<file path="config.mk">
export PLATFORM = sky130hd
export DESIGN_NAME = alsu_arbiter_ctrl
export DESIGN_NICKNAME = d
export VERILOG_FILES = /design/src/rtl/alsu_ctrl_pkg.sv /design/src/rtl/rr_arbiter.sv /design/src/rtl/alsu_arbiter_ctrl.sv
export SDC_FILE = /design/constraint.sdc
export NUM_CORES = 1
export LEC_CHECK = 0
export CORE_ASPECT_RATIO = 2
export CORE_MARGIN = 5
export CORE_UTILIZATION = 42
export DETAILED_ROUTE_END_ITERATION = 12
export PLACE_DENSITY = 0.91
export SLEW_MARGIN = 30
export SYNTH_ARGS = -nofsm -noshare
export SYNTH_HDL_FRONTEND = slang
export SYNTH_SLANG_ARGS = --single-unit
</file>
<file path="constraint.sdc">
create_clock -name clk -period 3.1 [get_ports clk]
set_clock_uncertainty 0.1 [all_clocks]
set_input_delay 0.775 -clock clk [delete_from_list [all_inputs] [get_ports clk]]
set_output_delay 0.775 -clock clk [all_outputs]
set_load 0.05 [all_outputs]
</file>
<file path="src/rtl/alsu_ctrl_pkg.sv">
// Shared constants for the ALSU arbiter controller: command layout, opcodes,
// the NOP drive encoding, arbiter state encoding and the in-flight tag record.
package alsu_ctrl_pkg;

   localparam int CMD_W     = 16;
   localparam int OP_LSB    = 13;
   localparam int A_LSB     = 10;
   localparam int B_LSB     = 7;
   localparam int CIN_BIT   = 6;
   localparam int SIN_BIT   = 5;
   localparam int DIR_BIT   = 4;
   localparam int RED_A_BIT = 3;
   localparam int RED_B_BIT = 2;
   localparam int BYP_A_BIT = 1;
   localparam int BYP_B_BIT = 0;

   localparam logic [2:0] OP_AND   = 3'b000;
   localparam logic [2:0] OP_XOR   = 3'b001;
   localparam logic [2:0] OP_ADD   = 3'b010;
   localparam logic [2:0] OP_MULT  = 3'b011;
   localparam logic [2:0] OP_SHIFT = 3'b100;
   localparam logic [2:0] OP_ROT   = 3'b101;
   localparam logic [2:0] OP_INV0  = 3'b110;
   localparam logic [2:0] OP_INV1  = 3'b111;

   // Bypass A with A=0: the ALSU produces 0, which also clears the shift history.
   localparam logic [CMD_W-1:0] NOP_CMD = 16'(1 << BYP_A_BIT);

   localparam logic [0:0] ST_UNLOCKED = 1'b0;
   localparam logic [0:0] ST_LOCKED   = 1'b1;

   typedef struct packed {
      logic       valid;
      logic [2:0] id;
      logic       err;
   } tag_t;

   function automatic logic cmd_is_err(input logic [CMD_W-1:0] cmd);
      return (cmd[OP_LSB +: 3] == OP_INV0) || (cmd[OP_LSB +: 3] == OP_INV1);
   endfunction

endpackage

</file>
<file path="src/rtl/rr_arbiter.sv">
// Round-robin grant: first eligible requester at or after the pointer, wrapping.
module rr_arbiter #(
   parameter int NREQ  = 2,
   parameter int PTR_W = $clog2(NREQ)
) (
   input  logic [NREQ-1:0]  req,
   input  logic [NREQ-1:0]  lock_mask,
   input  logic [PTR_W-1:0] pointer,
   output logic [NREQ-1:0]  grant
);

   logic [NREQ-1:0] eligible;
   logic [NREQ-1:0] grant_hi;
   logic [NREQ-1:0] grant_lo;
   logic            hit_hi;
   logic            hit_lo;

   assign eligible = req & lock_mask;

   always_comb begin
      // NOTE: every variable gets a default before the loop so no path leaves one unassigned (no latch).
      grant_hi = '0;
      grant_lo = '0;
      hit_hi   = 1'b0;
      hit_lo   = 1'b0;
      for (int i = 0; i < NREQ; i++) begin
         if (eligible[i] && (i >= int'(pointer)) && !hit_hi) begin
            grant_hi[i] = 1'b1;
            hit_hi      = 1'b1;
         end
         if (eligible[i] && !hit_lo) begin
            grant_lo[i] = 1'b1;
            hit_lo      = 1'b1;
         end
      end
      grant = hit_hi ? grant_hi : grant_lo;
   end

endmodule

</file>
<file path="src/rtl/alsu_arbiter_ctrl.sv">
// Arbitrates NREQ requesters onto one pipelined ALSU, with optional owner lock,
// and returns each result tagged with its requester id LATENCY cycles after accept.
module alsu_arbiter_ctrl #(
   parameter int NREQ         = 2,
   parameter int LATENCY      = 4,
   parameter int LOCK_TIMEOUT = 8
) (
   input  logic                clk,
   input  logic                rst,
   input  logic [NREQ-1:0]     req_valid,
   output logic [NREQ-1:0]     req_ready,
   input  logic [NREQ-1:0]     req_lock,
   input  logic [16*NREQ-1:0]  req_cmd,
   output logic                rsp_valid,
   output logic [2:0]          rsp_id,
   output logic [5:0]          rsp_data,
   output logic                rsp_err,
   output logic [2:0]          alsu_a,
   output logic [2:0]          alsu_b,
   output logic [2:0]          alsu_opcode,
   output logic                alsu_cin,
   output logic                alsu_serial_in,
   output logic                alsu_direction,
   output logic                alsu_red_op_a,
   output logic                alsu_red_op_b,
   output logic                alsu_bypass_a,
   output logic                alsu_bypass_b,
   input  logic [5:0]          alsu_out
);

   import alsu_ctrl_pkg::*;

   localparam int PTR_W = $clog2(NREQ);
   localparam int TO_W  = $clog2(LOCK_TIMEOUT + 1);

   logic [0:0]       state_q;
   logic [PTR_W-1:0] owner_q;
   logic [PTR_W-1:0] ptr_q;
   logic [TO_W-1:0]  to_cnt_q;
   logic [NREQ-1:0]  owner_mask;
   logic [NREQ-1:0]  allow_mask;
   logic [NREQ-1:0]  grant;
   logic             accept;
   logic             lock_sel;
   logic             owner_valid;
   logic [PTR_W-1:0] gnt_idx;
   logic [CMD_W-1:0] sel_cmd;
   logic [CMD_W-1:0] cmd_q;
   tag_t             tag_in;
   tag_t             tag_q [LATENCY];

   assign owner_mask  = NREQ'(1) << owner_q;
   assign allow_mask  = (state_q == ST_LOCKED) ? owner_mask : '1;

   rr_arbiter #(.NREQ(NREQ), .PTR_W(PTR_W)) u_rr (
      .req       (req_valid),
      .lock_mask (allow_mask),
      .pointer   (ptr_q),
      .grant     (grant)
   );

   assign req_ready   = rst ? '0 : grant;
   assign accept      = |req_ready;
   assign lock_sel    = |(req_lock & req_ready);
   assign owner_valid = |(req_valid & owner_mask);

   always_comb begin
      gnt_idx = '0;
      sel_cmd = NOP_CMD;
      for (int i = 0; i < NREQ; i++) begin
         if (grant[i]) begin
            gnt_idx = PTR_W'(i);
            sel_cmd = req_cmd[i*CMD_W +: CMD_W];
         end
      end
   end

   always_comb begin
      tag_in = '0;
      if (accept) begin
         tag_in.valid = 1'b1;
         tag_in.id    = 3'(gnt_idx);
         tag_in.err   = cmd_is_err(sel_cmd);
      end
   end

   // Pointer, lock ownership and the owner-idle timeout.
   always_ff @(posedge clk) begin
      // NOTE: sequential state uses non-blocking assignments so every register samples pre-edge values.
      if (rst) begin
         state_q  <= ST_UNLOCKED;
         owner_q  <= '0;
         ptr_q    <= '0;
         to_cnt_q <= '0;
      end else begin
         if (accept)
            ptr_q <= (gnt_idx == PTR_W'(NREQ - 1)) ? '0 : gnt_idx + 1'b1;
         if (state_q == ST_LOCKED) begin
            if (accept) begin
               to_cnt_q <= '0;
               if (!lock_sel)
                  state_q <= ST_UNLOCKED;
            end else if (!owner_valid) begin
               if (to_cnt_q == TO_W'(LOCK_TIMEOUT - 1)) begin
                  state_q  <= ST_UNLOCKED;
                  to_cnt_q <= '0;
               end else begin
                  to_cnt_q <= to_cnt_q + 1'b1;
               end
            end
         end else if (accept && lock_sel) begin
            state_q  <= ST_LOCKED;
            owner_q  <= gnt_idx;
            to_cnt_q <= '0;
         end
      end
   end

   // Issue register and in-flight tag pipeline.
   always_ff @(posedge clk) begin
      if (rst) begin
         cmd_q <= NOP_CMD;
         // NOTE: every tag entry is reset so a command accepted before rst can never surface as a response.
         for (int k = 0; k < LATENCY; k++)
            tag_q[k] <= '0;
      end else begin
         cmd_q    <= accept ? sel_cmd : NOP_CMD;
         tag_q[0] <= tag_in;
         for (int k = 1; k < LATENCY; k++)
            tag_q[k] <= tag_q[k-1];
      end
   end

   assign alsu_opcode    = cmd_q[OP_LSB +: 3];
   assign alsu_a         = cmd_q[A_LSB +: 3];
   assign alsu_b         = cmd_q[B_LSB +: 3];
   assign alsu_cin       = cmd_q[CIN_BIT];
   assign alsu_serial_in = cmd_q[SIN_BIT];
   assign alsu_direction = cmd_q[DIR_BIT];
   assign alsu_red_op_a  = cmd_q[RED_A_BIT];
   assign alsu_red_op_b  = cmd_q[RED_B_BIT];
   assign alsu_bypass_a  = cmd_q[BYP_A_BIT];
   assign alsu_bypass_b  = cmd_q[BYP_B_BIT];

   assign rsp_valid = tag_q[LATENCY-1].valid;
   assign rsp_id    = tag_q[LATENCY-1].id;
   assign rsp_err   = tag_q[LATENCY-1].err;
   assign rsp_data  = rsp_valid ? alsu_out : '0;

endmodule

</file>
==> flow_summary.yaml, run 1 <==
status:
  run_status: "finished, final reports clean"
grt:
  grt_usage_pct: 17.2
  grt_overflow_total: 0
  grt_max_degree: 29
  grt_pass1_wl_um: 5990
  grt_pass1_vias: 1345
  antenna_found_initial: 0
detailed_routing:
  drt_pass1_iterations: 4
  vias: 1329
  drt-vias-per-instance: 5.32
  avgRoutedWirePerCell_um: 15.7
  drc: 0
  postRouteAntennaNets: 0
  wl_um: 3910
  drt_first_iter_violations: 38
pwr:
  combPwrFrac_pct: 24.0
  power.leakage_uw: 0.000868
  ir_worst_vdd_uv: 472
  power.density_nw_per_um2: 485
  switching_share_pct: 29.9
  seq_power_share_pct: 43.9
  p_switching_uw: 331
  internal_power_uw: 777
  clkPwrFrac_pct: 32.1
sta:
  period_share_pct: 94.7
  fmax_ghz: 0.341
  worstMarginPinSlew_ns: 0.802
  maxSlewViolCount: 0
  setup-tns-final_ns: 0
  setup_violations: 0
  rsz0062_at_grt: "false"
  slew_headroom_pct: 46.5
  hold_viol: 0
  period_minus_slack_ns: 2.94
synth:
  ys.flop_type: "dfxtp_1"
  synthTopCellsByCount: "dfxtp_1, nor2_1, a22oi_2, nor2b_1, nand3_1"
  synth_cell_types: 31
  synth_top_cell_by_area: "dfxtp_1"
  synth_async_sr_flop_share_pct: 0
  synth_most_common_cell: "dfxtp_1"
  synth_edf_count: 0
  yosysSeqAreaShare_pct: 49.4
  yosysWarnings: 0
  synth.top_cell.area_share_pct: 49.4
  synthCells: 146
  syn_area_um2: 1420
  yosys-top-cells-area: "dfxtp_1, a22oi_2, nor2_1, nor2b_1, buf_6"
  ys_seq_elements: 35
  avgSynthCellArea_um2: 9.71
floorplan:
  num_rows: 30
  chipWidth_um: 51.1
  pin_count: 73
  die_area_um2: 4710
  die_y_um: 92.2
  initial_utilization_pct: 42.4
  core_um2: 3340
layout:
  n_antenna_cell: 0
  drive_gt1_share_pct: 14.7
  postLayoutCellArea_um2: 2280
  syn2layout_area_growth_pct: 61.2
  final_nets: 262
  utilization_pct: 68.4
critical_path:
  cp_slowest_cell: "clkdlybuf4s50_1"
  cp_max_fo: 4
  crit_arrival_ns: 2.06
  startpoint_type: "input pin"
  crit_path_cell_trace: "clkdlybuf4s50_1 -> or3b_1 -> nand3_1 -> nor2_1 -> buf_12"
  cp-end-kind: "primary output"
  cp_num_buf_inv: 2
  cpPeakStageDelay_ns: 0.52
  critPathKind: "in2out"
  crit_required_ns: 2.22
  cp_top_family: "buffers and inverters"
clock_network:
  htreeDepth: 2
  clk_pin_slew_ns: 0.07
  cts_hold_buf: 0
  ctsResizeCount: 0
  numCtsBuffers: 5
  cts.sinks: 35
  post_cts_buffers: 0
  clk_path_buf_depth: 2
  cts_root_buf: "clkbuf_8"
  insertion_delay_ns: 0.29
  cts_tree: "done"
min_path:
  hold_class: "reg2reg"
placement:
  port_buffers: 70
  dp_hpwl_um: 3000
  place_congestion: 0.794
  place_area_um2: 2190
flow_run:
  maxCapViolCount: 0
cell usage in the layout (no fill, tap or decap), types with 2 or more instances in the layout:
master,count
nand3_1,9
nand2_1,3
nor3_1,2
o22ai_1,2
dfxtp_1,35
a22oi_1,6
a22oi_2,10
clkdlybuf4s50_1,62
o21ai_0,3
nand2b_1,3
a21oi_1,5
a31oi_1,3
inv_1,4
nor2b_1,10
conb_1,2
and2_1,7
buf_12,8
clkbuf_8,6
nor2_1,20
buf_4,4
sequential cells by signal, summed over array words and instances, names as in the netlist:
register and count:
cmd_q 16, tag_q 12, to_cnt_q 4, owner_q 1, ptr_q 1, state_q 1
kinds of logic (layout without fill, tap and decap cells):
group,Yosys count,in the layout,share of synthesized area (%)
AOI/OAI and AO/OA,33,33,19.6
muxes,1,1,0.794
buffers and inverters,15,86,7.15
other,1,2,0.265
and+or+nand+nor,60,60,21.9
adders and majority gates,1,1,0.882
DFF,35,35,49.4
final timing paths:
check / start / end / slack [ns] / cells past startpoint
max: req_valid[0] / req_ready[1] / 0.16 / 5
min: tag_q[2][4] / tag_q[3][4] / 0.34 / 1
max reg2reg: state_q / tag_q[0][0] / 0.97 / 4
min reg2reg: tag_q[2][4] / tag_q[3][4] / 0.34 / 1
layout make-up:
type | count | area (um^2)
clock buffer | 6 | 82.6
clock inverter | 2 | 16.3
fill | 240 | 1060
inverter | 4 | 15.0
multi-input combinational | 97 | 619
sequential | 35 | 701
tap | 32 | 40.0
timing repair buffer | 74 | 811
worst register-to-register path: stages, from the launching register on:
cell	delay, ns
dfxtp_1	0.58
or3b_1	0.21
and3_1	0.69
a22oi_1	0.21
nor3_1	0.25
per-stage QoR:
stage / hold WS, ns / instances / power (uW) / worst slack (ns)
floorplan: 0.314 / 147 / 651 / 0.393
global placement: 0.319 / 242 / 755 / 0.183
detailed placement: 0.331 / 242 / 761 / 0.176
CTS: 0.343 / 250 / 1110 / 0.168
global route: 0.361 / 250 / 1150 / 0.0781
finish: 0.343 / 250 / 1110 / 0.165
per-layer routing:
layer / global-route usage [%] / wire length [um] / vias to the layer above / part of all wire (%)
li1: - / - / 645 / -
met2: 33.5 / 2220 / 65 / 57
met3: 5.37 / 344 / 8 / 8.8
met1: 14.9 / 1280 / 611 / 33
met5: 0 / 0 / - / 0
met4: 7.42 / 72 / 0 / 1.8
power groups by stage:
stage	combinational [uW]	clock (uW)	sequential, uW
2_1_floorplan	104	0	547
5_1_grt	281	382	489
4_1_cts	267	360	486
3_3_place_gp	260	0	496
6_report	265	356	486
3_5_place_dp	265	0	496
(Power assumes the default switching activity.)
==> run 2: changes to the inputs <==
--- a/config.mk
+++ b/config.mk
@@ -9,3 +9,3 @@
 export CORE_MARGIN = 5
-export CORE_UTILIZATION = 42
+export CORE_UTILIZATION = 41
 export DETAILED_ROUTE_END_ITERATION = 12
@@ -15,2 +15,3 @@
 export SYNTH_HDL_FRONTEND = slang
+export SYNTH_HIERARCHICAL = 1
 export SYNTH_SLANG_ARGS = --single-unit
--- a/constraint.sdc
+++ b/constraint.sdc
@@ -4,2 +4,2 @@
 set_output_delay 0.775 -clock clk [all_outputs]
-set_load 0.05 [all_outputs]
+set_load 0.02 [all_outputs]
==> run 2 against run 1 <==
Non-clock buffer count up 3. Utilization hardly changed. Register-to-register slack improved by 0.10 ns. Global-route usage decreased by 1.0 points. Clock power decreased by 8.1%. Synthesized cell count is 2.1% lower. Sequential power is 1% lower. Count of clock-buffer cells in the layout unchanged. Synthesized area decreased by 4.4%. Maximum frequency grew 1.6%. Hold slack got worse by 0.0041 ns. Cell count is 0.40% lower. Critical path type unchanged. Critical endpoint is now req_ready[0]. Largest cell class unchanged. Largest power group unchanged.
==> flow_summary.yaml, run 2 <==
status:
  run_status: "finished, final reports clean"
layout:
  fill_cells: 246
  top_register: "cmd_q"
  final_common_cell: "clkdlybuf4s50_1"
  reg_top3: "cmd_q (16), tag_q (12), to_cnt_q (4)"
  final_cell_mix: "clkdlybuf4s50_1, dfxtp_1, nor2_1"
  drive_gt1_share_pct: 8.72
  largest_reg_flops: 16
  instances_no_fill: 249
  final_nets: 263
  n_antenna_cell: 0
  syn2layout_area_growth_pct: 61.2
floorplan:
  die_area_um2: 4620
  initial_utilization_pct: 42.4
  pin_count: 73
  chipWidth_um: 50.7
  num_rows: 29
  die_y_um: 91.3
  core_um2: 3190
grt:
  grt_usage_pct: 16.1
  grt_overflow_total: 0
  grt_pass1_vias: 1302
  grt_max_degree: 33
  grt_pass1_wl_um: 5650
  antenna_found_initial: 0
pwr:
  ir_worst_vdd_uv: 510
  power.density_nw_per_um2: 458
  power.leakage_uw: 0.000847
synth:
  synth_edf_count: 0
  yosysSeqAreaShare_pct: 51.7
  yosysWarnings: 6
  synth_top_cell_by_area: "dfxtp_1"
  synthCells: 143
  synth_async_sr_flop_share_pct: 0
  synth.top_cell.area_share_pct: 51.7
  synth_most_common_cell: "dfxtp_1"
  ys_seq_elements: 35
  ys.flop_type: "dfxtp_1"
  avgSynthCellArea_um2: 9.48
  synth_cell_types: 35
  yosys-top-cells-area: "dfxtp_1, a22oi_1, nor2_1, nor2b_1, and2_1"
  syn_area_um2: 1360
  synthTopCellsByCount: "dfxtp_1, nor2_1, a22oi_1, nor2b_1"
critical_path:
  crit_path_cell_trace: "clkdlybuf4s50_1 -> a31oi_1 -> nor2b_1 -> dlygate4sd2_1"
  cp_slowest_cell: "clkdlybuf4s50_1"
  cp-end-kind: "primary output"
  cp_max_fo: 3
  cpPeakStageDelay_ns: 0.49
  critPathKind: "in2out"
  startpoint_type: "input pin"
  crit_required_ns: 2.22
  crit_arrival_ns: 2.01
detailed_routing:
  drc: 0
  postRouteAntennaNets: 0
  drt_pass1_iterations: 4
  drt_first_iter_violations: 17
  vias: 1272
  wl_um: 3490
  avgRoutedWirePerCell_um: 14.0
  drt-vias-per-instance: 5.11
placement:
  dp.cells: 242
  place_congestion: 0.917
  pre_cts_ws_ns: -0.0967
  port_buffers: 70
  dp_hpwl_um: 2750
clock_network:
  cts_root_buf: "clkbuf_8"
  cts.sinks: 35
  insertion_delay_ns: 0.29
  clk_pin_slew_ns: 0.07
  cts_tree: "done"
  htreeDepth: 2
  post_cts_buffers: 0
  clk_path_buf_depth: 2
  numCtsBuffers: 5
sta:
  maxSlewViolCount: 0
  hold_viol: 0
  period_minus_slack_ns: 2.89
  rsz0062_at_grt: "false"
  period_share_pct: 93.2
  fin_ws_ns: 0.210
  setup_violations: 0
  fmax_ghz: 0.346
min_path:
  hold_class: "reg2reg"
flow_run:
  maxCapViolCount: 0
[run 2: cell types whose count changed after synthesis, sizes merged, moves of 2 or more]
cell / change
a31oi: -2
inv: -2
mux2i: +2
nand2: +3
nand3: -7
nand3b: +2
nor2: +2
nor2b: +3
o2111ai: +2
[run 2: power breakdown]
part / leakage (uW) / internal [uW] / switching [uW]
logic: 0.000514 / 109 / 84.5
clock network: 0.0000470 / 174 / 153
registers: 0.000286 / 472 / 8.63
total: 0.000847 / 754 / 246
[run 2: metrics by stage]
| step | power, uW | TNS, ns | util (%) | instance area [um^2] | hold WS (ns) |
|---|---|---|---|---|---|
| final | 1000 | 0 | 68.4 | 2180 | 0.339 |
| after floorplan | 579 | 0 | - | 1360 | 0.314 |
| after CTS | 1010 | 0 | 68.4 | 2180 | 0.346 |
| after detailed placement | 686 | -0.163 | 65.8 | 2100 | 0.330 |
| after global placement | 682 | -0.137 | 65.8 | 2100 | 0.319 |
| after global routing | 1050 | 0 | 68.4 | 2180 | 0.356 |
[run 2: layer usage]
metal | part of all wire (%) | track usage [%] | vias to the layer above
met2 | 57 | 30.1 | 48
met5 | 0 | 0 | -
met3 | 9.1 | 6.07 | 4
met4 | 2.4 | 10.2 | 0
met1 | 32 | 12.8 | 584
li1 | - | - | 636
[run 2: path summary, 6_finish.rpt]
path                startpoint      endpoint  slack [ns]  depth (start not counted)
setup / recovery  req_valid[1]  req_ready[0]        0.21                          4
hold / removal     tag_q[2][1]   tag_q[3][1]        0.34                          1
setup reg to reg       state_q   to_cnt_q[1]        1.07                          8
hold reg to reg    tag_q[2][1]   tag_q[3][1]        0.34                          1
[run 2: critical path, delay by kind of cell]
family | cells | cell delay [ns]
AO/OA/AOI/OAI | 1 | 0.23
AND/OR/NAND/NOR | 1 | 0.18
buffers and inverters | 2 | 0.84
[run 2: final cells by class]
| cell class | count | area, um^2 | area share [%] |
|---|---|---|---|
| repair buffers | 77 | 751 | 34.4 |
| flip-flops and latches | 35 | 701 | 32.1 |
| multi-input cells | 97 | 599 | 27.4 |
| clock buffers | 6 | 82.6 | 3.78 |
| well taps | 31 | 38.8 | 1.78 |
| inverters | 2 | 7.51 | 0.344 |
| clock inverters | 1 | 5.00 | 0.229 |
[run 2: cells by family after synthesis]
| family | after synthesis | synth area share [%] |
|---|---|---|
| AND/OR/NAND/NOR | 63 | 24.5 |
| flip-flops | 35 | 51.7 |
| AO/OA/AOI/OAI | 29 | 15.9 |
| buffers and inverters | 12 | 4.34 |
| multiplexers | 2 | 2.40 |
| adder cells (fa/ha/maj) | 1 | 0.923 |
| other | 1 | 0.277 |
[run 2: timing repair]
item / 4_1_cts / 5_1_grt
resized for setup: 2 / 0
hold buffers: 0 / 0
setup endpoints to repair: 2 / 0
==> run 3: changes to the inputs <==
CORE_UTILIZATION = 38   (was 41)
PLACE_DENSITY = 0.78   (was 0.91)
clock period = 2.7 ns   (was 3.1 ns; I/O delays follow)
==> run 3 against run 2 <==
Power up 24%. Cell count increased by 8.0%. Setup slack got worse by 0.14 ns. Flip-flop and latch count unchanged. Clock power rose by 43%. Largest cell class unchanged. Largest power group unchanged.
==> flow_summary.yaml, run 3 (same netlist as run 2, synthesis figures left out) <==
floorplan:
  die_y_um: 94.5
  initial_utilization_pct: 39.7
  pin_count: 73
  core_um2: 3420
  die_area_um2: 4930
  num_rows: 30
  chipWidth_um: 52.2
min_path:
  hold_class: "reg2reg"
  worstHoldEndpoint: "tag_q[3][1]"
  hold_depth: 1
  hp-start: "tag_q[2][1]"
sta:
  setup_violations: 0
  hold_ws_ns: 0.342
  maxSlewViolCount: 0
  period_share_pct: 97.5
  period_minus_slack_ns: 2.63
  setup-tns-final_ns: 0
  rsz0062_at_grt: "false"
  fmax_ghz: 0.380
  hold_viol: 0
critical_path:
  cp_num_buf_inv: 2
  cp_top_family: "buffers and inverters"
  critPathKind: "in2out"
  r2r-end: "to_cnt_q[2]"
  crit_required_ns: 1.92
  cp-end-kind: "primary output"
  rrSetupSlack_ns: 0.70
  cpPeakStageDelay_ns: 0.61
  reg2reg_depth: 7
  startpoint_type: "input pin"
  cp_max_fo: 1
  crit_path_cell_trace: "clkdlybuf4s50_1 -> and2_1 -> clkdlybuf4s50_1"
  reg2reg_from: "owner_q"
  cp_common_cell: "clkdlybuf4s50_1"
  crit_arrival_ns: 1.86
  cp_slowest_cell: "clkdlybuf4s50_1"
detailed_routing:
  avgRoutedWirePerCell_um: 13.8
  drt_pass1_iterations: 4
  drt_first_iter_violations: 25
  drc: 0
  drt-vias-per-instance: 4.95
  vias: 1332
  postRouteAntennaNets: 0
  wl_um: 3720
layout:
  final_cell_mix: "clkdlybuf4s50_1, dfxtp_1, nor2_1"
  drive_gt1_share_pct: 10.9
  reg_top3: "cmd_q (16), tag_q (12), to_cnt_q (4)"
  fill_cells: 264
  largest_reg_flops: 16
  instances_no_fill: 269
  syn2layout_area_growth_pct: 65.2
  postLayoutCellArea_um2: 2240
  regArea_um2: 701
  top_register: "cmd_q"
  n_antenna_cell: 0
  final_nets: 265
  multi_input_area_um2: 599
  final_common_cell: "clkdlybuf4s50_1"
placement:
  place_area_um2: 2140
  dp.cells: 261
  dp_hpwl_um: 2990
  place_congestion: 0.796
  port_buffers: 70
clock_network:
  numCtsBuffers: 5
  htreeDepth: 2
  cts_tree: "done"
  clk_pin_slew_ns: 0.07
  clk_path_buf_depth: 2
  cts.sinks: 35
  cts_root_buf: "clkbuf_8"
  cts_hold_buf: 0
  post_cts_buffers: 0
  insertion_delay_ns: 0.28
pwr:
  clkPwrFrac_pct: 37.4
  seq_power_share_pct: 44.2
  switching_share_pct: 24.3
  ir_worst_vdd_uv: 515
  power.density_nw_per_um2: 556
  internal_power_uw: 943
  p_switching_uw: 302
  combPwrFrac_pct: 18.4
  power.leakage_uw: 0.000863
grt:
  antenna_found_initial: 0
  busiest_layer: "met2"
  grt_pass1_vias: 1403
  grt_use_met2_pct: 29.9
  grt_pass1_wl_um: 6080
  use_met3_pct: 6.95
  grt_overflow_total: 0
  grt_max_degree: 27
  grt_usage_pct: 16.5
  met1_usage_pct: 15.6
status:
  run_status: "finished, final reports clean"
flow_run:
  maxCapViolCount: 0
## run 3: cell count changes in the layout (fill, tap and decap cells not counted), sizes merged
| cell | previous run | this run |
|---|---|---|
| buf | 7 | 9 |
| dlygate4sd2 | 2 | 0 |
| bufinv | 0 | 1 |
| clkbuf | 6 | 7 |
| clkinv | 1 | 2 |
## run 3: worst register-to-register path, cell delays in order, from the launching register on
cell	delay, ns
dfxtp_1	0.43
nand2b_1	0.17
o211a_1	0.18
buf_4	0.25
a22oi_1	0.14
or2_2	0.35
a21oi_1	0.16
o32ai_1	0.09
## run 3: worst max path at each step
stage	start	end	slack, ns	cells after the start
after global placement	req_valid[0]	req_ready[0]	-0.26	5
final	alsu_out[2]	rsp_data[2]	0.07	3
after global routing	alsu_out[2]	rsp_data[2]	0.02	3
after CTS	req_valid[0]	req_ready[0]	0.002	5
after floorplan	req_valid[0]	req_ready[1]	0.44	5
after detailed placement	req_valid[0]	req_ready[0]	-0.28	5
## run 3: cell type report
class                           count  share of cell area [%]
Clock buffer                        5                    3.07
Clock inverter                      3                    1.96
Inverter                            2                   0.335
Multi-Input combinational cell     97                    26.8
Sequential cell                    35                    31.3
Tap cell                           48                    2.68
Timing Repair Buffer               79                    33.9
## run 3: what timing repair did
item	4_1_cts	5_1_grt
gates resized for setup	2	4
setup endpoints to repair	2	2
endpoints found under the hold margin	0	0
## run 3: power by group through the flow
stage,clock [uW],combinational (uW),sequential (uW)
2_1_floorplan,0,82.9,581
3_3_place_gp,0,225,561
3_5_place_dp,0,230,562
4_1_cts,473,230,550
5_1_grt,506,245,553
6_report,466,229,550
## run 3: routing by layer
metal	up-vias	routed length [um]
li1	642	-
met1	615	1280
met2	70	2020
met3	5	362
met4	0	60
met5	-	0
## run 3: per-stage QoR
step / total power (uW) / utilization (%) / setup WS [ns]
finish: 1240 / 65.5 / 0.0669
global route: 1300 / 65.5 / 0.0202
CTS: 1250 / 65.8 / 0.00178
detailed placement: 792 / 62.5 / -0.276
global placement: 786 / 62.5 / -0.263
floorplan: 664 / - / 0.436
